==> src/rtl/vga_sync_rx.sv <==
// vga_sync_rx: recovers VGA timing from sampled hsync/vsync/RGB, measures the
// line and frame totals, locks onto stable timing and regenerates pixel
// coordinates with a qualified 3-bit pixel stream.
module vga_sync_rx #(
  parameter int unsigned H_START     = 144,
  parameter int unsigned V_START     = 35,
  parameter int unsigned H_ACTIVE    = 640,
  parameter int unsigned V_ACTIVE    = 480,
  parameter int unsigned LOCK_FRAMES = 2
) (
  input  logic        clk,
  input  logic        rst,
  input  logic        hsync,
  input  logic        vsync,
  input  logic        R,
  input  logic        G,
  input  logic        B,
  output logic [9:0]  x,
  output logic [9:0]  y,
  output logic        valid,
  output logic [2:0]  pix_rgb,
  output logic        newline,
  output logic        newframe,
  output logic        locked,
  output logic [10:0] h_total,
  output logic [9:0]  v_total,
  output logic        err
);

  typedef enum logic [1:0] {SEARCH, TRACK, LOCKED} state_t;

  localparam logic [10:0] H0     = 11'(H_START);
  localparam logic [10:0] H1     = 11'(H_START + H_ACTIVE);
  localparam logic [9:0]  V0     = 10'(V_START);
  localparam logic [9:0]  V1     = 10'(V_START + V_ACTIVE);
  localparam logic [7:0]  LOCK_N = 8'(LOCK_FRAMES);

  logic        hs_s1_q, hs_s2_q, hs_prev_q;
  logic        vs_s1_q, vs_s2_q, vs_prev_q;
  logic [2:0]  rgb_s1_q, rgb_s2_q;
  logic        hs_fall, vs_fall;

  logic [10:0] hcnt_q, hcnt_d;
  logic [9:0]  vcnt_q, vcnt_d;
  logic [10:0] line_len;
  logic [9:0]  frame_len;
  logic        hsat;

  logic [10:0] frame_h_q;
  logic        have_h_q, frame_bad_q;
  logic [10:0] meas_h;
  logic        meas_bad, match;

  state_t      state_q;
  logic [7:0]  cnt_q, cnt_inc;
  logic [10:0] h_total_q;
  logic [9:0]  v_total_q;
  logic        locked_q, err_q;

  logic        act;
  logic [9:0]  xo, yo;
  logic [9:0]  x_q, y_q;
  logic        valid_q, newline_q, newframe_q;
  logic [2:0]  pix_q;

  assign hs_fall   = hs_prev_q & ~hs_s2_q;
  assign vs_fall   = vs_prev_q & ~vs_s2_q;
  assign line_len  = hcnt_q + 11'd1;
  assign frame_len = vcnt_q + 10'd1;
  assign hsat      = (hcnt_q == 11'h7FF) && !hs_fall;
  assign cnt_inc   = cnt_q + 8'd1;

  // The line ending on a vsync-coincident hsync fall still belongs to the
  // frame being closed, so it is folded into that frame's measurement here.
  assign meas_h   = have_h_q ? frame_h_q : line_len;
  assign meas_bad = frame_bad_q | (have_h_q & hs_fall & (line_len != frame_h_q));
  assign match    = !meas_bad && (meas_h == h_total_q) && (frame_len == v_total_q);

  // Two-flop synchronizers plus previous-value flops for edge detection.
  always_ff @(posedge clk or posedge rst) begin
    if (rst) begin
      hs_s1_q   <= 1'b1;
      hs_s2_q   <= 1'b1;
      hs_prev_q <= 1'b1;
      vs_s1_q   <= 1'b1;
      vs_s2_q   <= 1'b1;
      vs_prev_q <= 1'b1;
      rgb_s1_q  <= '0;
      rgb_s2_q  <= '0;
    end else begin
      hs_s1_q   <= hsync;
      hs_s2_q   <= hs_s1_q;
      hs_prev_q <= hs_s2_q;
      vs_s1_q   <= vsync;
      vs_s2_q   <= vs_s1_q;
      vs_prev_q <= vs_s2_q;
      rgb_s1_q  <= {R, G, B};
      rgb_s2_q  <= rgb_s1_q;
    end
  end

  // Next pixel/line counts: hsync fall restarts the line, vsync fall the frame.
  always_comb begin
    hcnt_d = hcnt_q;
    vcnt_d = vcnt_q;
    if (hs_fall) begin
      hcnt_d = '0;
    end else if (hcnt_q != 11'h7FF) begin
      hcnt_d = hcnt_q + 11'd1;
    end
    if (vs_fall) begin
      vcnt_d = '0;
    end else if (hs_fall && (vcnt_q != 10'h3FF)) begin
      vcnt_d = vcnt_q + 10'd1;
    end
  end

  // Position counters.
  always_ff @(posedge clk or posedge rst) begin
    if (rst) begin
      hcnt_q <= '0;
      vcnt_q <= '0;
    end else begin
      hcnt_q <= hcnt_d;
      vcnt_q <= vcnt_d;
    end
  end

  // Per-frame line-length consistency: first line sets the frame's length.
  always_ff @(posedge clk or posedge rst) begin
    if (rst) begin
      frame_h_q   <= '0;
      have_h_q    <= 1'b0;
      frame_bad_q <= 1'b0;
    end else if (vs_fall) begin
      have_h_q    <= 1'b0;
      frame_bad_q <= 1'b0;
    end else if (hs_fall) begin
      if (!have_h_q) begin
        frame_h_q <= line_len;
        have_h_q  <= 1'b1;
      end else if (line_len != frame_h_q) begin
        frame_bad_q <= 1'b1;
      end
    end
  end

  // Lock FSM: reference capture, match counting and loss-of-lock reporting.
  always_ff @(posedge clk or posedge rst) begin
    if (rst) begin
      state_q   <= SEARCH;
      cnt_q     <= '0;
      h_total_q <= '0;
      v_total_q <= '0;
      locked_q  <= 1'b0;
      err_q     <= 1'b0;
    end else begin
      err_q <= 1'b0;
      if (hsat) begin
        if (state_q == LOCKED) err_q <= 1'b1;
        state_q  <= SEARCH;
        cnt_q    <= '0;
        locked_q <= 1'b0;
      end else if (vs_fall) begin
        case (state_q)
          SEARCH: begin
            state_q <= TRACK;
            cnt_q   <= '0;
          end
          TRACK: begin
            if (match) begin
              cnt_q <= cnt_inc;
              if (cnt_inc >= LOCK_N) begin
                state_q  <= LOCKED;
                locked_q <= 1'b1;
              end
            end else begin
              h_total_q <= meas_h;
              v_total_q <= frame_len;
              cnt_q     <= 8'd1;
              if (8'd1 >= LOCK_N) begin
                state_q  <= LOCKED;
                locked_q <= 1'b1;
              end
            end
          end
          LOCKED: begin
            if (!match) begin
              err_q     <= 1'b1;
              locked_q  <= 1'b0;
              state_q   <= TRACK;
              h_total_q <= meas_h;
              v_total_q <= frame_len;
              cnt_q     <= 8'd1;
            end
          end
          default: state_q <= SEARCH;
        endcase
      end
    end
  end

  // Coordinates come from the next-count values, which describe the sample
  // currently in the second sync flop. Lock changes only happen at line
  // starts or after saturation, never inside the active window, so gating
  // with the registered lock flag is exact.
  assign act = (hcnt_d >= H0) && (hcnt_d < H1) && (vcnt_d >= V0) && (vcnt_d < V1);
  assign xo  = 10'(hcnt_d - H0);
  assign yo  = vcnt_d - V0;

  // Registered pixel outputs and line/frame pulses.
  always_ff @(posedge clk or posedge rst) begin
    if (rst) begin
      x_q        <= '0;
      y_q        <= '0;
      valid_q    <= 1'b0;
      pix_q      <= '0;
      newline_q  <= 1'b0;
      newframe_q <= 1'b0;
    end else begin
      valid_q    <= act & locked_q;
      x_q        <= (act & locked_q) ? xo : '0;
      y_q        <= (act & locked_q) ? yo : '0;
      pix_q      <= (act & locked_q) ? rgb_s2_q : '0;
      newline_q  <= hs_fall;
      newframe_q <= vs_fall;
    end
  end

  assign x        = x_q;
  assign y        = y_q;
  assign valid    = valid_q;
  assign pix_rgb  = pix_q;
  assign newline  = newline_q;
  assign newframe = newframe_q;
  assign locked   = locked_q;
  assign h_total  = h_total_q;
  assign v_total  = v_total_q;
  assign err      = err_q;

endmodule

==> config.mk <==
export PLATFORM = sky130hd
export DESIGN_NAME = vga_sync_rx
export DESIGN_NICKNAME = d
export VERILOG_FILES = /design/src/rtl/vga_sync_rx.sv
export SDC_FILE = /design/constraint.sdc
export NUM_CORES = 1
export LEC_CHECK = 0
export BUFFER_PORTS_ARGS = -buffer_cell sky130_fd_sc_hd__buf_2
export CAP_MARGIN = 20
export CORE_AREA = 4 4 115 117
export DETAILED_ROUTE_END_ITERATION = 16
export DIE_AREA = 0 0 119 121
export GPL_TIMING_DRIVEN = 1
export HOLD_SLACK_MARGIN = 0.1
export MAX_ROUTING_LAYER = met4
export PLACE_DENSITY_LB_ADDON = 0.05
export SYNTH_ARGS = -nofsm -noshare
export SYNTH_HDL_FRONTEND = slang
export SYNTH_SLANG_ARGS = --single-unit
==> constraint.sdc <==
create_clock -name clk -period 8.48 [get_ports clk]
set_input_delay 1.696 -clock clk [delete_from_list [all_inputs] [get_ports clk]]
set_output_delay 1.696 -clock clk [all_outputs]
set_load 0.005 [all_outputs]
# After elaboration in Yosys (flattened, before gate mapping)
# Index checks and enable logic that the tools add are counted.
dict set report classes {
  n_addsub 5
  n_mul 0
  div_mod_pow 0
  magnitude_cmp 5
  n_eq_ne 11
  n_shift 0
  mux 36
  bitwise 11
  reduce_logical 23
}
# cell count
set ops {}
lappend ops {{10-bit 2-to-1 mux} 4}
lappend ops {{11-bit 2-to-1 mux} 3}
lappend ops {{8-bit 2-to-1 mux} 4}
lappend ops {{8-bit one-hot mux with 3 select lines} 1}
lappend ops {{1-bit 2-to-1 mux} 16}
lappend ops {{11-bit by 1-bit adder with 11-bit output, second input constant} 1}
lappend ops {{11-bit equality test} 1}
lappend ops {{11-bit equality test, second input constant} 1}
lappend ops {{11-bit by 8-bit >= comparator with 1-bit output, second input constant} 1}
lappend ops {{11-bit by 10-bit less-than comparator with 1-bit output, second input constant} 1}
lappend ops {{11-bit != test} 1}
lappend ops {{11-bit != test, second input constant} 1}
lappend ops {{10-bit by 1-bit adder with 10-bit output, second input constant} 1}
lappend ops {{10-bit equality test} 1}
lappend ops {{10-bit by 6-bit >= comparator with 1-bit output, second input constant} 1}
lappend ops {{10-bit less-than comparator, second input constant} 1}
lappend ops {{2-bit 2-to-1 mux} 5}
lappend ops {{10-bit != test, second input constant} 1}
lappend ops {{10-bit by 6-bit subtractor with 10-bit output, second input constant} 1}
lappend ops {{10-bit by 8-bit subtractor with 10-bit output, second input constant} 1}
lappend ops {{3-bit != test, second input constant} 3}
lappend ops {{8-bit by 1-bit adder with 8-bit output, second input constant} 1}
lappend ops {{8-bit by 2-bit >= comparator with 1-bit output, second input constant} 1}
lappend ops {{4-bit AND reduction} 2}
lappend ops {{18 further kinds} 37}
dict set report word_totals {
  register_bits 105
  latch_bits 0
  mem_bits_rw 0
  mem_bits_ro 0
  inputBits 7
  n_memories 0
}

# Logic depth before layout (Yosys ltp)
dict set report depth {
  ltp_word 12
  depth_mapped 17
  ltp_nobuf 13
}

# Worst setup path after synthesis
# No wires, ideal clock.
dict set report synth_path {
  kind {reg2reg}
  from {reg hcnt_q[1]}
  to {reg y_q[8] (netlist: y[8])}
  setup_time_ns 0.073
  arrival_ns 3.153
  required_time_ns 8.407
  path_slack_ns 5.254
  path_stages_with_launch 17
  n_path_buf 4
  synth_period_minus_slack_ns 3.226
  path_cell_list {dfrtp_1 > ha_1 > buf_4 > nand2_1 > nor2_1 > and4_1 > nand2_1 > clkbuf_1 > a21oi_1 > ha_1 > nand4_1 > nor3_1 > a311oi_1 > or4_1 > buf_6 > buf_12 > a21oi_2}
}
dict set report synth_via {
  elab_chain_cells 9
  elab_cells_between_ends 11
  classes_between {add/sub (1); order compare (2); eq/ne (1); mux (3); bitwise (1); reduce/logical (3)}
}
# item line
set synth_rtl {}
lappend synth_rtl {{from (decl)} 43} ;# logic [10:0] hcnt_q, hcnt_d;
lappend synth_rtl {{from (signal assigned)} 124} ;# hcnt_q <= hcnt_d;
lappend synth_rtl {{11-bit by 1-bit adder with 11-bit output or 11-bit != test (tied branches)} {109, 108}}
lappend synth_rtl {{11-bit 2-to-1 mux *} 108} ;# end else if (hcnt_q != 11'h7FF) begin
lappend synth_rtl {{11-bit 2-to-1 mux *} 106} ;# if (hs_fall) begin
lappend synth_rtl {{named net hcnt_d[4]} 43}
lappend synth_rtl {{11-bit by 8-bit >= comparator with 1-bit output or 11-bit by 10-bit less-than comparator with 1-bit output (tied branches)} 207} ;# assign act = (hcnt_d >= H0) && (hcnt_d < H1) && (vcnt_d >= V0) && (vcnt_d < V1);
lappend synth_rtl {{1-bit logical AND * (3 in a row)} 207}
lappend synth_rtl {{1-bit bitwise AND *} 223} ;# y_q <= (act & locked_q) ? yo : '0;
lappend synth_rtl {{10-bit 2-to-1 mux *} 223}
lappend synth_rtl {{to (signal assigned)} 223}
lappend synth_rtl {{to (decl)} 62} ;# logic [9:0] x_q, y_q;
# The timed path passes the listed nets; every way through them passes the cells marked *.
# A chain may end at the register's enable or synchronous reset.

# Worst setup path in the final report
dict set report layout_path {
  from {reg hcnt_q[0]}
  to {reg x_q[2] (netlist: x[2])}
}
dict set report layout_via {
  elab_chain_cells 9
  elab_cells_between_ends 12
  classes_between {add/sub (2); order compare (2); eq/ne (1); mux (3); bitwise (1); reduce/logical (3)}
}
# item line
set layout_rtl {}
lappend layout_rtl {{11-bit by 1-bit adder with 11-bit output or 11-bit != test (tied branches)} {109, 108}}
lappend layout_rtl {{11-bit 2-to-1 mux *} 108}
lappend layout_rtl {{11-bit 2-to-1 mux *} 106}
lappend layout_rtl {{named net hcnt_d[4]} 43}
lappend layout_rtl {{11-bit by 8-bit >= comparator with 1-bit output or 11-bit by 10-bit less-than comparator with 1-bit output (tied branches)} 207}
lappend layout_rtl {{1-bit logical AND * (3 in a row)} 207}
lappend layout_rtl {{1-bit bitwise AND *} 222} ;# x_q <= (act & locked_q) ? xo : '0;
lappend layout_rtl {{10-bit 2-to-1 mux *} 222}
lappend layout_rtl {{to (signal assigned)} 222}
lappend layout_rtl {{to (decl)} 62}
# Marked as above.

==> results.yml <==
placed_design:
  dpl.hpwl_mm: 10.2
  placed_cell_area_sq_um: 6360
  post-place-ws_ns: 4.53
  io_buffers: 55
  gp_congestion: 0.918
finish:
  antennaDiodeCount: 0
  syn2layout_area_growth_pct: 10.7
  drive_above_1_share_pct: 22.2
  fillerInstances: 1106
  ff_latch_area_sq_um: 2640
  final_cell_area_sq_um: 6680
  multi_input_area_sq_um: 3050
  fin_nets: 656
drt:
  finalWirelength_mm: 14.0
  wl_per_cell_um: 17.2
  vias_per_cell: 5.52
  drtIter0Drc: 385
  num_vias: 4507
  drc_errors: 0
  drtAntennaViolNets: 0
  dr.pass1.iters: 6
yosys:
  syn-cell-area_sq_um: 6030
  synth-main-ff-cell: "dfrtp_1"
  synthesis.nets: 619
  syn_inst: 602
  ys_async_sr_fraction_pct: 100
  synth.most_common_cell: "dfrtp_1"
  seq_area_frac_synth_pct: 43.7
  synth_seq_cells: 105
  yosys_warnings: 0
  yosysTopAreaCell: "dfrtp_1"
  ys_types: 76
  yosys.area.top_type_share_pct: 41.1
  synth-edff-count: 0
  synth.area.top_cells: "dfrtp_1 41%, xnor2_1 4.5%, xor2_1 4.2%"
  ys_top_cells_by_count: "99 x dfrtp_1, 38 x nor2_1, 38 x o21ai_0"
  synth.avg_cell_area_sq_um: 10.0
power_and_ir_drop:
  ir_drop_mv: 0.131
  total_leakage_power_nw: 3.11
  power-per-cell-area_nw_per_um2: 229
floorplan:
  die_w_um: 119
  fp-row-count: 41
  boundaryPins: 56
  die_area_sq_um: 14400
  start_util_pct: 48.8
  die_y_um: 121
  core_sq_um: 12400
clocking:
  cts_tree: "done"
  clkLatencyLatePin_ns: 0.35
  clk_root_buffer_cell: "clkbuf_16"
  ctsHoldBuffers: 0
  numCtsBuffers: 9
  h-tree-depth: 3
  clockBufferDepth: 2
  cts.sinks: 105
  cts.reportedPaths.clkPinSlew_ns: 0.07
  cts_resized: 0
  cts_setup_buffers: 0
timing:
  max_freq_mhz: 252
  setup_violations: 0
  worstMarginPinSlew_ns: 0.844
  finalCritPeriodShare_pct: 46.8
  period_needed_ns: 3.97
  finalHoldViolCount: 0
  rsz0062_at_grt: "no"
  fin_ws_ns: 4.51
  relSlewSlack_pct: 43.7
  drv_slew: 0
  finClkSkew_ns: 0.00595
  setup_tns_ns: 0
setup_path:
  critical_path_required_ns: 8.74
  r2r_start: "hcnt_q[0]"
  startpoint: "hcnt_q[0]"
  arrival_ns: 4.22
  cp-end-kind: "flip-flop"
  critPathMaxFanout: 24
  start_kind: "flip-flop"
  worstSetupPathType: "reg2reg"
global_routing:
  grt_pass1_wl_mm: 23.5
  grt_max_degree: 59
  grt_pass1_vias: 4434
  grt_overflow: 0
  groute.usage.overall_pct: 21.1
  grt_antenna_before_repair: 0
min_path:
  hold_path_startpoint: "rgb_s1_q[2]"
  hp-class: "reg2reg"
job:
  max_cap_viol_count: 0
status:
  status: "completed"
==> layout make-up <==
class | count | share of cell area [%]
repair buffers | 60 | 4.69
multi-input cells | 424 | 45.6
well taps | 172 | 3.22
clock buffers | 13 | 4.05
flip-flops and latches | 105 | 39.5
clock inverters | 3 | 0.712
inverters | 39 | 2.23
==> where the power goes <==
part	total, W	internal [W]	leakage, nW	switching (W)
Combinational	0.000424	0.000201	1.58	0.000223
Clock	0.000436	0.000255	0.156	0.000181
Sequential	0.000667	0.000564	1.37	0.000103
Total	0.00153	0.00102	3.11	0.000507
==> logic make-up (layout without fill, tap and decap cells) <==
group | Yosys count | count (layout) | synth area share, %
flip-flops | 105 | 105 | 43.7
XOR/XNOR | 64 | 64 | 10.1
multiplexers | 27 | 27 | 5.56
adder cells (fa/ha/maj) | 10 | 10 | 2.08
AND/OR/NAND/NOR | 189 | 189 | 18.1
buffers and inverters | 73 | 115 | 5.98
AO/OA/AOI/OAI | 134 | 134 | 14.5
==> routing by layer <==
| metal | wire length [um] | vias up | track usage [%] | share of wire [%] |
|---|---|---|---|---|
| met4 | 371 | 0 | 8.76 | 2.6 |
| met2 | 6180 | 146 | 30.6 | 44 |
| met5 | 0 | - | - | 0 |
| li1 | - | 2167 | - | - |
| met1 | 6720 | 2165 | 29.6 | 48 |
| met3 | 729 | 29 | 3.54 | 5.2 |
==> cells in the final DEF, fill, tap and decap left out, types with 9 or more instances in the layout <==
| cell | netlist | final |
|---|---|---|
| xor2_1 | 29 | 29 |
| dfrtp_1 | 99 | 99 |
| nand3_1 | 16 | 16 |
| xnor2_1 | 31 | 31 |
| inv_1 | 36 | 35 |
| buf_2 | 2 | 55 |
| nor3_1 | 13 | 12 |
| mux2_4 | 12 | 12 |
| mux2i_1 | 11 | 11 |
| ha_1 | 10 | 10 |
| nor2_2 | 16 | 16 |
| nor2b_1 | 13 | 13 |
| nand2_1 | 26 | 26 |
| o21ai_0 | 38 | 38 |
| clkbuf_16 | 0 | 9 |
| a21oi_1 | 36 | 36 |
| nor2_1 | 38 | 38 |
==> metrics by stage <==
| stage | hold slack, ns | util (%) | std cells | total power, W |
|---|---|---|---|---|
| final | 0.352 | 54.0 | 816 | 0.00153 |
| after global routing | 0.364 | 54.0 | 816 | 0.00163 |
| after CTS | 0.355 | 54.0 | 816 | 0.00154 |
| after detailed placement | 0.339 | 51.4 | 800 | 0.00110 |
| after global placement | 0.334 | 51.4 | 800 | 0.00110 |
| after floorplan | 0.331 | - | 602 | 0.000970 |
==> sequential cells by signal, indices dropped and copies added (netlist names), 2 cells and up <==
signal / cells
rgb_s1_q: 3
hcnt_q: 11
frame_h_q: 11
y: 10
cnt_q: 8
v_total: 10
rgb_s2_q: 3
pix_rgb: 3
h_total: 11
state_q: 2
x: 10
vcnt_q: 10
==> critical path, cell delays in order, from the launching register on <==
cell	delay [ns]
dfrtp_1	0.52
ha_1	0.39
nand2_1	0.14
nor2_1	0.24
and4_1	0.22
nand2_1	0.35
a21oi_1	0.45
ha_1	0.21
nand4_1	0.07
nor3_1	0.17
a311oi_1	0.13
or4_1	0.47
buf_4	0.27
a211oi_2	0.24
==> final timing paths <==
path                                to  slack, ns  cells after the start
max                               x[2]       4.51                     13
min                        rgb_s2_q[2]       0.35                      0
max reg2reg                       x[2]       4.51                     13
min reg2reg                rgb_s2_q[2]       0.35                      0
max in group asynchronous   h_total[9]       5.93                      3
min in group asynchronous  rgb_s2_q[0]       1.41                      2
(Power assumes the default switching activity.)
